<file path="config.mk">
export PLATFORM = sky130hd
export DESIGN_NAME = secuenciador_teclado
export DESIGN_NICKNAME = d
export VERILOG_FILES = /design/src/rtl/secuenciador_teclado_pkg.sv /design/src/rtl/secuenciador_teclado_temporizador.sv /design/src/rtl/secuenciador_teclado.sv
export SDC_FILE = /design/constraint.sdc
export NUM_CORES = 1
export LEC_CHECK = 0
export CORE_MARGIN = 8
export CORE_UTILIZATION = 48
export DETAILED_ROUTE_END_ITERATION = 12
export DONT_BUFFER_PORTS = 1
export GPL_TIMING_DRIVEN = 0
export PLACE_DENSITY = 0.61
export SETUP_SLACK_MARGIN = 0.15
export SLEW_MARGIN = 40
export SYNTH_ARGS = -nofsm -noshare
export SYNTH_HDL_FRONTEND = slang
export SYNTH_HIERARCHICAL = 1
export SYNTH_SLANG_ARGS = --single-unit
</file>
<file path="constraint.sdc">
create_clock -name clk -period 3.9 [get_ports clk]
set_input_delay 0 -clock clk [delete_from_list [all_inputs] [get_ports clk]]
set_output_delay 0 -clock clk [all_outputs]
set_load 0.05 [all_outputs]
</file>
<file path="src/rtl/secuenciador_teclado_pkg.sv">
// Shared scan codes (PS/2 set 2), FSM state encoding and small decode helpers
// for the keyboard command sequencer.
package secuenciador_teclado_pkg;

  localparam logic [7:0] SC_D0    = 8'h45;
  localparam logic [7:0] SC_D1    = 8'h16;
  localparam logic [7:0] SC_D2    = 8'h1E;
  localparam logic [7:0] SC_D3    = 8'h26;
  localparam logic [7:0] SC_D4    = 8'h25;
  localparam logic [7:0] SC_D5    = 8'h2E;
  localparam logic [7:0] SC_D6    = 8'h36;
  localparam logic [7:0] SC_D7    = 8'h3D;
  localparam logic [7:0] SC_D8    = 8'h3E;
  localparam logic [7:0] SC_D9    = 8'h46;
  localparam logic [7:0] SC_T     = 8'h2C;
  localparam logic [7:0] SC_P     = 8'h4D;
  localparam logic [7:0] SC_C     = 8'h21;
  localparam logic [7:0] SC_ENTER = 8'h5A;
  localparam logic [7:0] SC_ESC   = 8'h76;
  localparam logic [7:0] SC_BREAK = 8'hF0;
  localparam logic [7:0] SC_EXT   = 8'hE0;

  typedef enum logic [1:0] {
    ST_IDLE    = 2'd0,
    ST_EDIT    = 2'd1,
    ST_TEMP_D1 = 2'd2,
    ST_TEMP_D2 = 2'd3
  } estado_t;

  // Returns {valid, value[3:0]}; valid=0 for any non-digit code.
  function automatic logic [4:0] decodifica_digito(input logic [7:0] codigo);
    logic [4:0] r;
    r = 5'd0;
    case (codigo)
      SC_D0:   r = {1'b1, 4'd0};
      SC_D1:   r = {1'b1, 4'd1};
      SC_D2:   r = {1'b1, 4'd2};
      SC_D3:   r = {1'b1, 4'd3};
      SC_D4:   r = {1'b1, 4'd4};
      SC_D5:   r = {1'b1, 4'd5};
      SC_D6:   r = {1'b1, 4'd6};
      SC_D7:   r = {1'b1, 4'd7};
      SC_D8:   r = {1'b1, 4'd8};
      SC_D9:   r = {1'b1, 4'd9};
      default: r = 5'd0;
    endcase
    return r;
  endfunction

  function automatic logic [4:0] satura_temp(input logic [6:0] valor, input logic [6:0] tope);
    logic [6:0] r;
    r = (valor > tope) ? tope : valor;
    return r[4:0];
  endfunction

endpackage

</file>
<file path="src/rtl/secuenciador_teclado_temporizador.sv">
// Inactivity timer: counts enabled cycles since the last clear and flags the
// cycle on which CICLOS-1 is reached. A clear in that same cycle suppresses expiry.
module secuenciador_teclado_temporizador #(
  parameter int CICLOS = 50_000_000
) (
  input  logic clk,
  input  logic rst,
  input  logic clr,
  input  logic en,
  output logic expira
);

  localparam int W = (CICLOS > 2) ? $clog2(CICLOS) : 1;
  localparam logic [W-1:0] ULTIMO = W'(CICLOS - 1);

  logic [W-1:0] cnt;

  assign expira = en && !clr && (cnt == ULTIMO);

  always_ff @(posedge clk or posedge rst) begin
    if (rst) begin
      cnt <= '0;
    end else if (clr) begin
      cnt <= '0;
    end else if (en) begin
      cnt <= expira ? '0 : cnt + 1'b1;
    end
  end

endmodule

</file>
<file path="src/rtl/secuenciador_teclado.sv">
// Keyboard command sequencer: filters PS/2 bytes, edits staged temperature /
// presence / car values and publishes them atomically on Enter.
module secuenciador_teclado
  import secuenciador_teclado_pkg::*;
#(
  parameter int TIMEOUT_CYC = 50_000_000,
  parameter int TEMP_MAX    = 31
) (
  input  logic       clk,
  input  logic       rst,
  input  logic [7:0] Dato,
  input  logic       Tick,
  output logic [4:0] Temp,
  output logic       Presencia,
  output logic       Carro,
  output logic       active,
  output logic       busy,
  output logic       err
);

  localparam logic [6:0] TOPE = 7'(TEMP_MAX);

  estado_t    state;
  logic       skip;
  logic [4:0] stg_temp;
  logic       stg_pres;
  logic       stg_car;
  logic [3:0] tens;
  logic       expira;

  // A key opened from IDLE starts from the committed values, not stale staging.
  logic [4:0] base_temp;
  logic       base_pres;
  logic       base_car;
  assign base_temp = (state == ST_IDLE) ? Temp      : stg_temp;
  assign base_pres = (state == ST_IDLE) ? Presencia : stg_pres;
  assign base_car  = (state == ST_IDLE) ? Carro     : stg_car;

  logic [4:0] digito;
  logic       dig_ok;
  logic [3:0] dig_val;
  assign digito  = decodifica_digito(Dato);
  assign dig_ok  = digito[4];
  assign dig_val = digito[3:0];

  logic [6:0] suma;
  logic [4:0] temp_dos;
  logic [4:0] temp_uno;
  assign suma     = ({3'b000, tens} * 7'd10) + {3'b000, dig_val};
  assign temp_dos = satura_temp(suma, TOPE);
  assign temp_uno = satura_temp({3'b000, tens}, TOPE);

  assign busy = (state != ST_IDLE);

  secuenciador_teclado_temporizador #(
    .CICLOS (TIMEOUT_CYC)
  ) u_temporizador_inactividad (
    .clk    (clk),
    .rst    (rst),
    .clr    (Tick || (state == ST_IDLE)),
    .en     (busy),
    .expira (expira)
  );

  always_ff @(posedge clk or posedge rst) begin
    if (rst) begin
      state     <= ST_IDLE;
      skip      <= 1'b0;
      stg_temp  <= 5'd0;
      stg_pres  <= 1'b0;
      stg_car   <= 1'b0;
      tens      <= 4'd0;
      Temp      <= 5'd0;
      Presencia <= 1'b0;
      Carro     <= 1'b0;
      active    <= 1'b0;
      err       <= 1'b0;
    end else begin
      active <= 1'b0;
      err    <= 1'b0;
      if (Tick) begin
        if (Dato == SC_BREAK || Dato == SC_EXT) begin
          skip <= 1'b1;
        end else if (skip) begin
          skip <= 1'b0;
        end else begin
          stg_temp <= base_temp;
          stg_pres <= base_pres;
          stg_car  <= base_car;
          case (state)
            ST_IDLE, ST_EDIT: begin
              if (Dato == SC_T) begin
                state <= ST_TEMP_D1;
              end else if (Dato == SC_P) begin
                stg_pres <= !base_pres;
                state    <= ST_EDIT;
              end else if (Dato == SC_C) begin
                stg_car <= !base_car;
                state   <= ST_EDIT;
              end else if (Dato == SC_ENTER) begin
                Temp      <= base_temp;
                Presencia <= base_pres;
                Carro     <= base_car;
                active    <= 1'b1;
                state     <= ST_IDLE;
              end else if (Dato == SC_ESC) begin
                state <= ST_IDLE;
              end else begin
                err   <= 1'b1;
                state <= ST_EDIT;
              end
            end
            ST_TEMP_D1: begin
              if (dig_ok) begin
                tens  <= dig_val;
                state <= ST_TEMP_D2;
              end else if (Dato == SC_ENTER) begin
                Temp      <= base_temp;
                Presencia <= base_pres;
                Carro     <= base_car;
                active    <= 1'b1;
                state     <= ST_IDLE;
              end else if (Dato == SC_ESC) begin
                state <= ST_EDIT;
              end else begin
                err   <= 1'b1;
                state <= ST_EDIT;
              end
            end
            ST_TEMP_D2: begin
              if (dig_ok) begin
                stg_temp <= temp_dos;
                state    <= ST_EDIT;
              end else if (Dato == SC_ENTER) begin
                // A single digit followed by Enter is taken as the full value.
                Temp      <= temp_uno;
                Presencia <= base_pres;
                Carro     <= base_car;
                active    <= 1'b1;
                state     <= ST_IDLE;
              end else if (Dato == SC_ESC) begin
                state <= ST_EDIT;
              end else begin
                err   <= 1'b1;
                state <= ST_EDIT;
              end
            end
            default: state <= ST_IDLE;
          endcase
        end
      end else if (expira) begin
        err   <= 1'b1;
        state <= ST_IDLE;
        skip  <= 1'b0;
      end
    end
  end

endmodule
</file>
==> flow_summary.ini, run 1 <==
[timing]
rsz0062_at_grt = no
max_freq_mhz = 310
setup_viol = 0
fin_worst_skew_ns = 0.00764
worst_pin_slew_ns = 0.780
drv_slew = 0
relSlewSlack = 0.476
setup_ws_ns = 0.679
fin_crit_ns = 3.22
fin_crit_sh = 0.826
fin_tns_setup_ns = 0
hold_violations = 0
hold_slack_ns = 0.0497

[floorplan]
die-area_mm2 = 0.0106
initial_core_util = 0.499
die_w_um = 103
pin_count = 21
rows = 31
core_mm2 = 0.00729
die_y_um = 103

[power]
p_per_area_mw_per_mm2 = 253
ir_worst_vdd_mv = 0.152
power_mw = 0.981
p_leak_nw = 1.55

[global_route]
overflow = 0
grt_use_met3 = 0.0277
grt_max_degree = 27
use_met2 = 0.285
first_global_vias = 3163
grt_pass1_wl_um = 15700
grtUsageTotal = 0.187
antenna_found_initial = 0
use_met1 = 0.273
busiest_layer = met2

[route]
initialDrtViolationCount = 277
firstDrtPassIters = 7
drtAntennaViolNets = 0
via_per_inst = 6.25
routedWlPerCell_um = 18.1
num_vias = 3293
drt_wl_total_um = 9520
drc = 0

[critical_path]
path_buf_inv = 4
slowest_stage = clkinv_1
cpLargestDelayFamily = buffers and inverters
arrival_ns = 3.39
crit_fanout = 10
cp_slowest_stage_delay_ns = 0.58
crit_path_cell_trace = nor2_1 > clkinv_1 > nand2b_1 > clkbuf_1 > buf_1 > buf_1 > nor2_1
cp-end-kind = flop
cp-start-kind = flop
crit_required_ns = 4.07
path_class = flop to flop

[placement]
port_buffers = 0
dp_hpwl_um = 6970
gp_congestion = 0.855
post-place-ws_ns = 0.643

[finish]
area_growth_pct = 6.43
drive_gt1_frac = 0.119
diodes = 0
utilization = 0.531
nets = 448
fillerInstances = 720

[yosys]
yosysWarnings = 6
syn_nets = 439
netlist_instances = 419
ys.flop_type = dfrtp_1
syn_area_per_cell_um2 = 8.69
synth_enable_flop_cells = 0
ys_ff_latch = 49
async_flop_share = 1.00
ys_seq_area_frac = 0.337
ys_types = 73
syn_area_mm2 = 0.00364

[cts]
cts_root_buf = clkbuf_8
cts_sinks = 49
postCtsSetupBuffers = 0
cts.clk_slew.worst_paths_ns = 0.10
hold_buffers = 2
cts_buffer_depth = 2
clock_latency_ns = 0.30
cts_tree = built
cts_resized = 0
numCtsBuffers = 5
htreeDepth = 2

[min_path]
hold_path_class = primary input to flop

[job]
maxCapViolCount = 0

[outcome]
status = finished, final reports clean
power breakdown:
part / switching (mW) / leakage, nW / total [mW] / internal (mW)
Combinational: 0.0857 / 0.842 / 0.128 / 0.0423
Sequential: 0.0179 / 0.663 / 0.536 / 0.518
Clock: 0.176 / 0.0433 / 0.317 / 0.141
final timing paths:
check	startpoint	endpoint	slack (ns)	depth (start not counted)
hold reg to reg	stg_pres	stg_pres	0.57	2
max in group asynchronous	rst	u_temporizador_inactividad/cnt[6]	3.28	2
min in group asynchronous	rst	stg_pres	0.23	2
setup / recovery	state[1]	u_temporizador_inactividad/cnt[4]	0.68	7
setup reg to reg	state[1]	u_temporizador_inactividad/cnt[4]	0.68	7
hold / removal	Dato[6]	err	0.05	3
final cells by class:
| class | instances | area, um^2 | area share |
|---|---|---|---|
| Buffer | 25 | 131 | 0.0339 |
| Clock buffer | 6 | 82.6 | 0.0213 |
| Clock inverter | 1 | 7.51 | 0.00194 |
| Inverter | 20 | 75.1 | 0.0194 |
| Multi-Input combinational cell | 325 | 2210 | 0.570 |
| Sequential cell | 49 | 1230 | 0.317 |
| Tap cell | 99 | 124 | 0.0320 |
| Timing Repair Buffer | 2 | 20.0 | 0.00517 |
worst register-to-register path: cells and delay by family, from the launching register on:
| family | cells | cell delay, ns |
|---|---|---|
| buffers and inverters | 4 | 1.94 |
| AND/OR/NAND/NOR | 3 | 0.68 |
| flip-flops | 1 | 0.47 |
flip-flops by register name, summed over array words and instances (netlist names):
signal	flops
Carro	1
Presencia	1
Temp	5
active	1
err	1
skip	1
state	2
stg_car	1
stg_pres	1
stg_temp	5
tens	4
u_temporizador_inactividad/cnt	26
metrics by stage:
stage / std cells / area, um^2
after global routing: 527 / 3870
after detailed placement: 518 / 3760
final: 527 / 3870
after CTS: 527 / 3870
after floorplan: 419 / 3640
after global placement: 518 / 3760
metal layers:
metal  wire (um)  up-vias
met3         558        7
li1            -     1584
met4          63        0
met2        4140       96
met5           0        -
met1        4760     1606
layout by cell type, fill, tap and decap left out, types with 7 or more instances in the layout:
| cell type | netlist | routed |
|---|---|---|
| ha_1 | 7 | 7 |
| clkbuf_1 | 8 | 8 |
| nand2_1 | 36 | 36 |
| a32o_1 | 9 | 9 |
| dfrtp_1 | 49 | 49 |
| nor2_1 | 27 | 27 |
| mux2_2 | 10 | 10 |
| and3_1 | 7 | 7 |
| inv_1 | 19 | 17 |
| nand2b_1 | 7 | 7 |
| nor4_1 | 12 | 12 |
| nor3_1 | 11 | 11 |
| o21ai_0 | 36 | 35 |
| o211ai_1 | 7 | 7 |
| a21oi_1 | 21 | 21 |
| nand3_1 | 12 | 12 |
| nand4_1 | 14 | 14 |
| buf_2 | 8 | 8 |
cell families (layout without fill, tap and decap cells):
kind of cell | after synthesis | count (layout) | share of synthesized area
AND/OR/NAND/NOR | 179 | 179 | 0.297
AO/OA/AOI/OAI | 110 | 110 | 0.199
flip-flops | 49 | 49 | 0.337
buffers and inverters | 45 | 54 | 0.0567
multiplexers | 16 | 16 | 0.0488
XOR/XNOR | 11 | 11 | 0.0265
adder cells (fa/ha/maj) | 9 | 9 | 0.0351
synth_stat cells (all sizes together), types with 3 or more instances:
cell / n / area [um^2]
nand2: 36 / 135
o21ai: 39 / 195
a32o: 9 / 90.1
o211ai: 7 / 52.6
and2: 6 / 37.5
nor2: 27 / 101
nor2b: 4 / 25.0
buf: 16 / 96.3
a21o: 4 / 30.0
nand4: 16 / 121
xnor2: 5 / 43.8
or3: 5 / 31.3
and4: 4 / 40.0
mux2: 11 / 128
nor3: 11 / 55.1
a31oi: 6 / 37.5
ha: 7 / 87.6
nand3: 12 / 60.1
nand4b: 6 / 52.6
a22oi: 3 / 22.5
xor2: 6 / 52.6
nand2b: 7 / 43.8
a21boi: 5 / 37.5
or4: 3 / 26.3
a21oi: 22 / 114
clkbuf: 9 / 35.0
dfrtp: 49 / 1230
mux2i: 5 / 50.1
and3: 8 / 51.3
nor4b: 3 / 26.3
nor4: 14 / 118
nor3b: 7 / 63.8
inv: 19 / 71.3
No activity file was read; power rests on OpenSTA's default activity.
==> inputs of run 2 (changes only) <==
--- a/config.mk
+++ b/config.mk
@@ -10,7 +10,7 @@
 export DETAILED_ROUTE_END_ITERATION = 12
 export DONT_BUFFER_PORTS = 1
 export GPL_TIMING_DRIVEN = 0
-export PLACE_DENSITY = 0.61
+export PLACE_DENSITY = 0.63
 export SETUP_SLACK_MARGIN = 0.15
 export SLEW_MARGIN = 40
 export SYNTH_ARGS = -nofsm -noshare
==> constraint.sdc (replaced) <==
create_clock -name clk -period 2.6 [get_ports clk]
set_input_delay 0 -clock clk [delete_from_list [all_inputs] [get_ports clk]]
set_output_delay 0 -clock clk [all_outputs]
set_load 0.05 [all_outputs]
==> flow_summary.ini, run 2 (same netlist as run 1, synthesis figures left out) <==
[outcome]
status = finished, final reports clean

[critical_path]
cp-start-kind = primary input
crit_fanout = 10
cp_common_cell = nor2b_1
slowest_stage = fa_1
crit_path_cell_trace = clkbuf_4 > and4bb_2 > nand3_4 > and2_4 > nor2b_1 > ha_1 > inv_1 > fa_1 > nor2b_1 > o21ai_0 > or3_1 > o21ai_2 > a31oi_1
arrival_ns = 2.52
crit_required_ns = 2.76
cp-end-kind = flop
path_buf_inv = 2
path_class = primary input to flop
cp_slowest_stage_delay_ns = 0.40
cpLargestDelayFamily = simple AND/OR/NAND/NOR gates

[global_route]
first_global_vias = 3114
grtUsageTotal = 0.190
antenna_found_initial = 0
busiest_layer = met1
overflow = 0
use_met1 = 0.285
use_met2 = 0.274
grt_pass1_wl_um = 15900
grt_max_degree = 27
grt_use_met3 = 0.0331

[timing]
hold_slack_ns = 0.0830
hold_violations = 0
rsz0062_at_grt = yes
fin_crit_ns = 2.36
fin_crit_sh = 0.909
worst_pin_slew_ns = 0.747
relSlewSlack = 0.498
max_freq_mhz = 423
setup_ws_ns = 0.236
setup_viol = 0
drv_slew = 0
fin_tns_setup_ns = 0
fin_worst_skew_ns = 0.00942

[cts]
htreeDepth = 2
cts_root_buf = clkbuf_8
cts_sinks = 49
cts_tree = built
clock_latency_ns = 0.30
cts_buffer_depth = 2
numCtsBuffers = 5
cts.clk_slew.worst_paths_ns = 0.09

[finish]
final_area_mm2 = 0.00393
largest_reg_flops = 26
diodes = 0
mostFrequentLayoutCells = dfrtp_1 (48), nand2_1 (36), o21ai_0 (34)
largest_registers = u_temporizador_inactividad/cnt (26), Temp (5), stg_temp (5)
utilization = 0.538
layout_commonest_cell = dfrtp_1
largest_register = u_temporizador_inactividad/cnt
nets = 449
finalNonFillerCells = 529
drive_gt1_frac = 0.149
area_growth_pct = 7.87

[route]
drt_wl_total_um = 9640
firstDrtPassIters = 5
num_vias = 3333
drtAntennaViolNets = 0
via_per_inst = 6.30
routedWlPerCell_um = 18.2
drc = 0
initialDrtViolationCount = 258

[power]
ir_worst_vdd_mv = 0.161
p_leak_nw = 1.57
seqPwrFrac = 0.553
p_per_area_mw_per_mm2 = 371
p_int_mw = 1.04
pwr-share-clk = 0.311
p_sw_frac = 0.288
comb_power_share = 0.135
power_mw = 1.46
power_switching_mw = 0.420

[floorplan]
die_w_um = 103
die_y_um = 103
pin_count = 21
rows = 31
initial_core_util = 0.499
die-area_mm2 = 0.0106
core_mm2 = 0.00729

[min_path]
hold_path_class = primary input to flop

[placement]
port_buffers = 0
postPlaceCellArea_mm2 = 0.00377
placed_cells = 518
gp_congestion = 0.855
post-place-ws_ns = -0.542
dp_hpwl_um = 6940

[job]
maxCapViolCount = 0
-- run 2: what timing repair did --
item | 4_1_cts | 5_1_grt
setup endpoints to repair | 34 | 8
resized for setup | 7 | 7
hold buffers | 2 | 0
buffers inserted | 1 | 0
pin swaps | 0 | 1
hold endpoints to repair | 51 | 0
-- run 2: layout make-up --
type / instances / area, um^2
fill: 701 / 3370
multi-input combinational: 325 / 2250
sequential: 49 / 1230
buffer: 25 / 139
tap: 99 / 124
inverter: 20 / 77.6
clock buffer: 7 / 76.3
timing repair buffer: 3 / 27.5
clock inverter: 1 / 7.51
-- run 2: worst paths after layout --
| check | from | end | slack, ns | cells after the start |
|---|---|---|---|---|
| min | Dato[6] | err | 0.08 | 3 |
| min reg2reg | stg_car | Carro | 0.57 | 1 |
| max in group asynchronous | rst | u_temporizador_inactividad/cnt[8] | 1.99 | 2 |
| min in group asynchronous | rst | Presencia | 0.21 | 2 |
| max | Dato[4] | stg_temp[3] | 0.24 | 13 |
| max reg2reg | tens[3] | stg_temp[3] | 0.24 | 8 |
-- run 2: power groups by stage --
stage / logic [mW] / registers, mW / clock network (mW)
6_report: 0.197 / 0.805 / 0.453
5_1_grt: 0.218 / 0.808 / 0.494
4_1_cts: 0.194 / 0.805 / 0.468
3_5_place_dp: 0.187 / 0.820 / 0
3_3_place_gp: 0.184 / 0.819 / 0
2_1_floorplan: 0.143 / 0.815 / 0
-- run 2: metal layers --
layer,up-vias,wire length [um]
li1,1591,-
met1,1610,4560
met2,126,4300
met3,6,718
met4,0,62
met5,-,0
-- run 2: worst reg2reg max path, stage by stage, from the launching register on --
cell and delay [ns]:
dfrtp_1 0.46, ha_1 0.30, ha_1 0.21, fa_1 0.50, inv_1 0.06, a211oi_2 0.18, mux2i_1 0.11, o21ai_2 0.27
a31oi_1 0.14
==> inputs of run 3 (changes only) <==
--- a/config.mk
+++ b/config.mk
@@ -12,8 +12,7 @@
 export GPL_TIMING_DRIVEN = 0
 export PLACE_DENSITY = 0.63
 export SETUP_SLACK_MARGIN = 0.15
-export SLEW_MARGIN = 40
+export SLEW_MARGIN = 20
 export SYNTH_ARGS = -nofsm -noshare
 export SYNTH_HDL_FRONTEND = slang
-export SYNTH_HIERARCHICAL = 1
 export SYNTH_SLANG_ARGS = --single-unit
==> flow_summary.ini, run 3 <==
[floorplan]
die-area_mm2 = 0.00908
die_w_um = 95.3
rows = 29
pin_count = 21
initial_core_util = 0.486
core_mm2 = 0.00620
die_y_um = 95.3

[yosys]
ys_ff_latch = 49
ys_seq_area_frac = 0.406
ys.flop_type = dfrtp_1
synth_most_common_cell = dfrtp_1
async_flop_share = 1.00
synth.top_cell.area_share = 0.406
synth_enable_flop_cells = 0
yosysWarnings = 0
ys_top_cells_by_area = dfrtp_1 (41%), xor2_1 (6.4%), nor2_1 (5.4%)
ys_types = 59
netlist_instances = 310
syn_area_per_cell_um2 = 9.73
syn_area_mm2 = 0.00302
synth_top_area_cell = dfrtp_1
synthTopCellsByCount = dfrtp_1 (49), nor2_1 (43), xor2_1 (22), nand3_1 (17), nand2_1 (14)
syn_nets = 330

[cts]
numCtsBuffers = 5
cts_tree = built
htreeDepth = 2
cts_root_buf = clkbuf_8
cts.clk_slew.worst_paths_ns = 0.10
cts_sinks = 49
cts_buffer_depth = 2
clock_latency_ns = 0.31

[placement]
postPlaceCellArea_mm2 = 0.00313
gp_congestion = 0.796
post-place-ws_ns = -0.114
dp_hpwl_um = 4730
placed_cells = 388
port_buffers = 0

[critical_path]
cp_common_cell = ha_4
worstSetupStartpoint = tens[1]
endpoint = stg_temp[3]
timing.rr.end = stg_temp[3]
rr_worst_depth = 7
cp-start-kind = flop
cp-end-kind = flop
path_depth = 7
cpLargestDelayFamily = adder cells
rr_startpoint = tens[1]
r2r_setup_slack_ns = 0.21
path_class = flop to flop
slowest_stage = dfrtp_2
crit_path_cell_trace = ha_4 > ha_4 > fa_2 > xor2_2 > or3_1 > a31o_4 > a2bb2oi_1
path_buf_inv = 0
cp_slowest_stage_delay_ns = 0.45
crit_fanout = 5
crit_required_ns = 2.75
arrival_ns = 2.54

[global_route]
first_global_vias = 2304
grt_pass1_wl_um = 11100
overflow = 0
grtUsageTotal = 0.152
antenna_found_initial = 0
grt_max_degree = 34

[finish]
layout_commonest_cell = dfrtp_1
drive_gt1_frac = 0.149
mostFrequentLayoutCells = dfrtp_1 (47), nor2_1 (42), xor2_1 (21)
final_area_mm2 = 0.00337
nets = 347
fillerInstances = 562
largest_register = u_temporizador_inactividad.cnt
area_growth_pct = 11.6
regArea_mm2 = 0.00123
largest_reg_flops = 26
diodes = 0
finalNonFillerCells = 405
multi_input_area_mm2 = 0.00175
largest_registers = u_temporizador_inactividad.cnt (26), Temp (5), stg_temp (5)

[timing]
fin_worst_skew_ns = 0.0144
fin_crit_sh = 0.918
setup_viol = 0
hold_slack_ns = 0.0153
max_freq_mhz = 419
worst_pin_slew_ns = 0.623
hold_violations = 0
relSlewSlack = 0.582
fin_tns_setup_ns = 0
rsz0062_at_grt = yes
drv_slew = 0
fin_crit_ns = 2.39
setup_ws_ns = 0.213

[route]
initialDrtViolationCount = 130
routedWlPerCell_um = 16.0
firstDrtPassIters = 4
num_vias = 2317
via_per_inst = 5.72
drt_wl_total_um = 6490
drtAntennaViolNets = 0
drc = 0

[power]
p_leak_nw = 1.45
p_per_area_mw_per_mm2 = 426
ir_worst_vdd_mv = 0.429

[outcome]
status = finished, final reports clean

[min_path]
hold_path_class = primary input to flop

[job]
maxCapViolCount = 0
[run 3: cell count changes after synthesis, moves of 7 or more]
cell      delta
o211ai_1     -7
a32o_1       -9
nor4_1       -8
a21oi_1     -11
o21ai_0     -32
nor2_1      +16
inv_1       -11
xor2_1      +16
mux2_2      -10
nand2_1     -22
[run 3: worst min-delay path by stage]
| stage | startpoint | end | slack, ns | cells after the start |
|---|---|---|---|---|
| floorplan | Tick | u_temporizador_inactividad.cnt[4] | 0.07 | 1 |
| global placement | Tick | u_temporizador_inactividad.cnt[4] | 0.08 | 1 |
| detailed placement | rst | active | -0.12 | 1 |
| CTS | Tick | err | 0.03 | 3 |
| global route | Tick | u_temporizador_inactividad.cnt[14] | 0.03 | 3 |
| finish | Tick | u_temporizador_inactividad.cnt[16] | 0.02 | 3 |
[run 3: final cells by class]
| type | instances | area share |
|---|---|---|
| multi-input combinational | 239 | 0.520 |
| sequential | 49 | 0.365 |
| timing repair buffer | 10 | 0.0290 |
| tap | 77 | 0.0286 |
| buffer | 14 | 0.0223 |
| clock buffer | 6 | 0.0216 |
| inverter | 8 | 0.00892 |
| clock inverter | 2 | 0.00446 |
[run 3: layer usage]
| layer | GRT usage | share of wire |
|---|---|---|
| met1 | 0.212 | 0.49 |
| met2 | 0.229 | 0.44 |
| met3 | 0.0409 | 0.057 |
| met4 | 0.0364 | 0.0086 |
| met5 | 0 | 0 |
[run 3: kinds of logic (layout without fill, tap and decap cells)]
logic type	count (synthesis)	after routing	synth area share
mux	14	14	0.0539
simple gates	144	144	0.279
compound gates	41	41	0.0958
buf+inv	22	40	0.0328
xor+xnor	31	31	0.0900
flops	49	49	0.406
fa+ha+maj	9	9	0.0423
[run 3: timing repair]
action / CTS / global route
gates resized for setup: 1 / 14
cloned: 0 / 0
endpoints found under the hold margin: 52 / 0
buffers inserted: 0 / 5
hold buffers: 4 / 0
endpoints found under the setup margin: 5 / 25
pin swaps: 0 / 4
[run 3: tightest hold or removal path: cells and delay by family]
family,cells,cell delay [ns]
buffers and inverters,1,0.16
AND/OR/NAND/NOR,2,0.14
[run 3: power breakdown]
part | leakage [nW] | switching, mW | internal (mW)
clock | 0.0374 | 0.263 | 0.190
sequential | 0.659 | 0.0441 | 0.783
combinational | 0.752 | 0.0944 | 0.0590
[run 3: per-stage QoR]
step	utilization	power, mW
2_1_floorplan	-	0.955
3_3_place_gp	0.502	0.984
3_5_place_dp	0.505	0.991
4_1_cts	0.526	1.44
5_1_grt	0.543	1.50
6_report	0.543	1.43
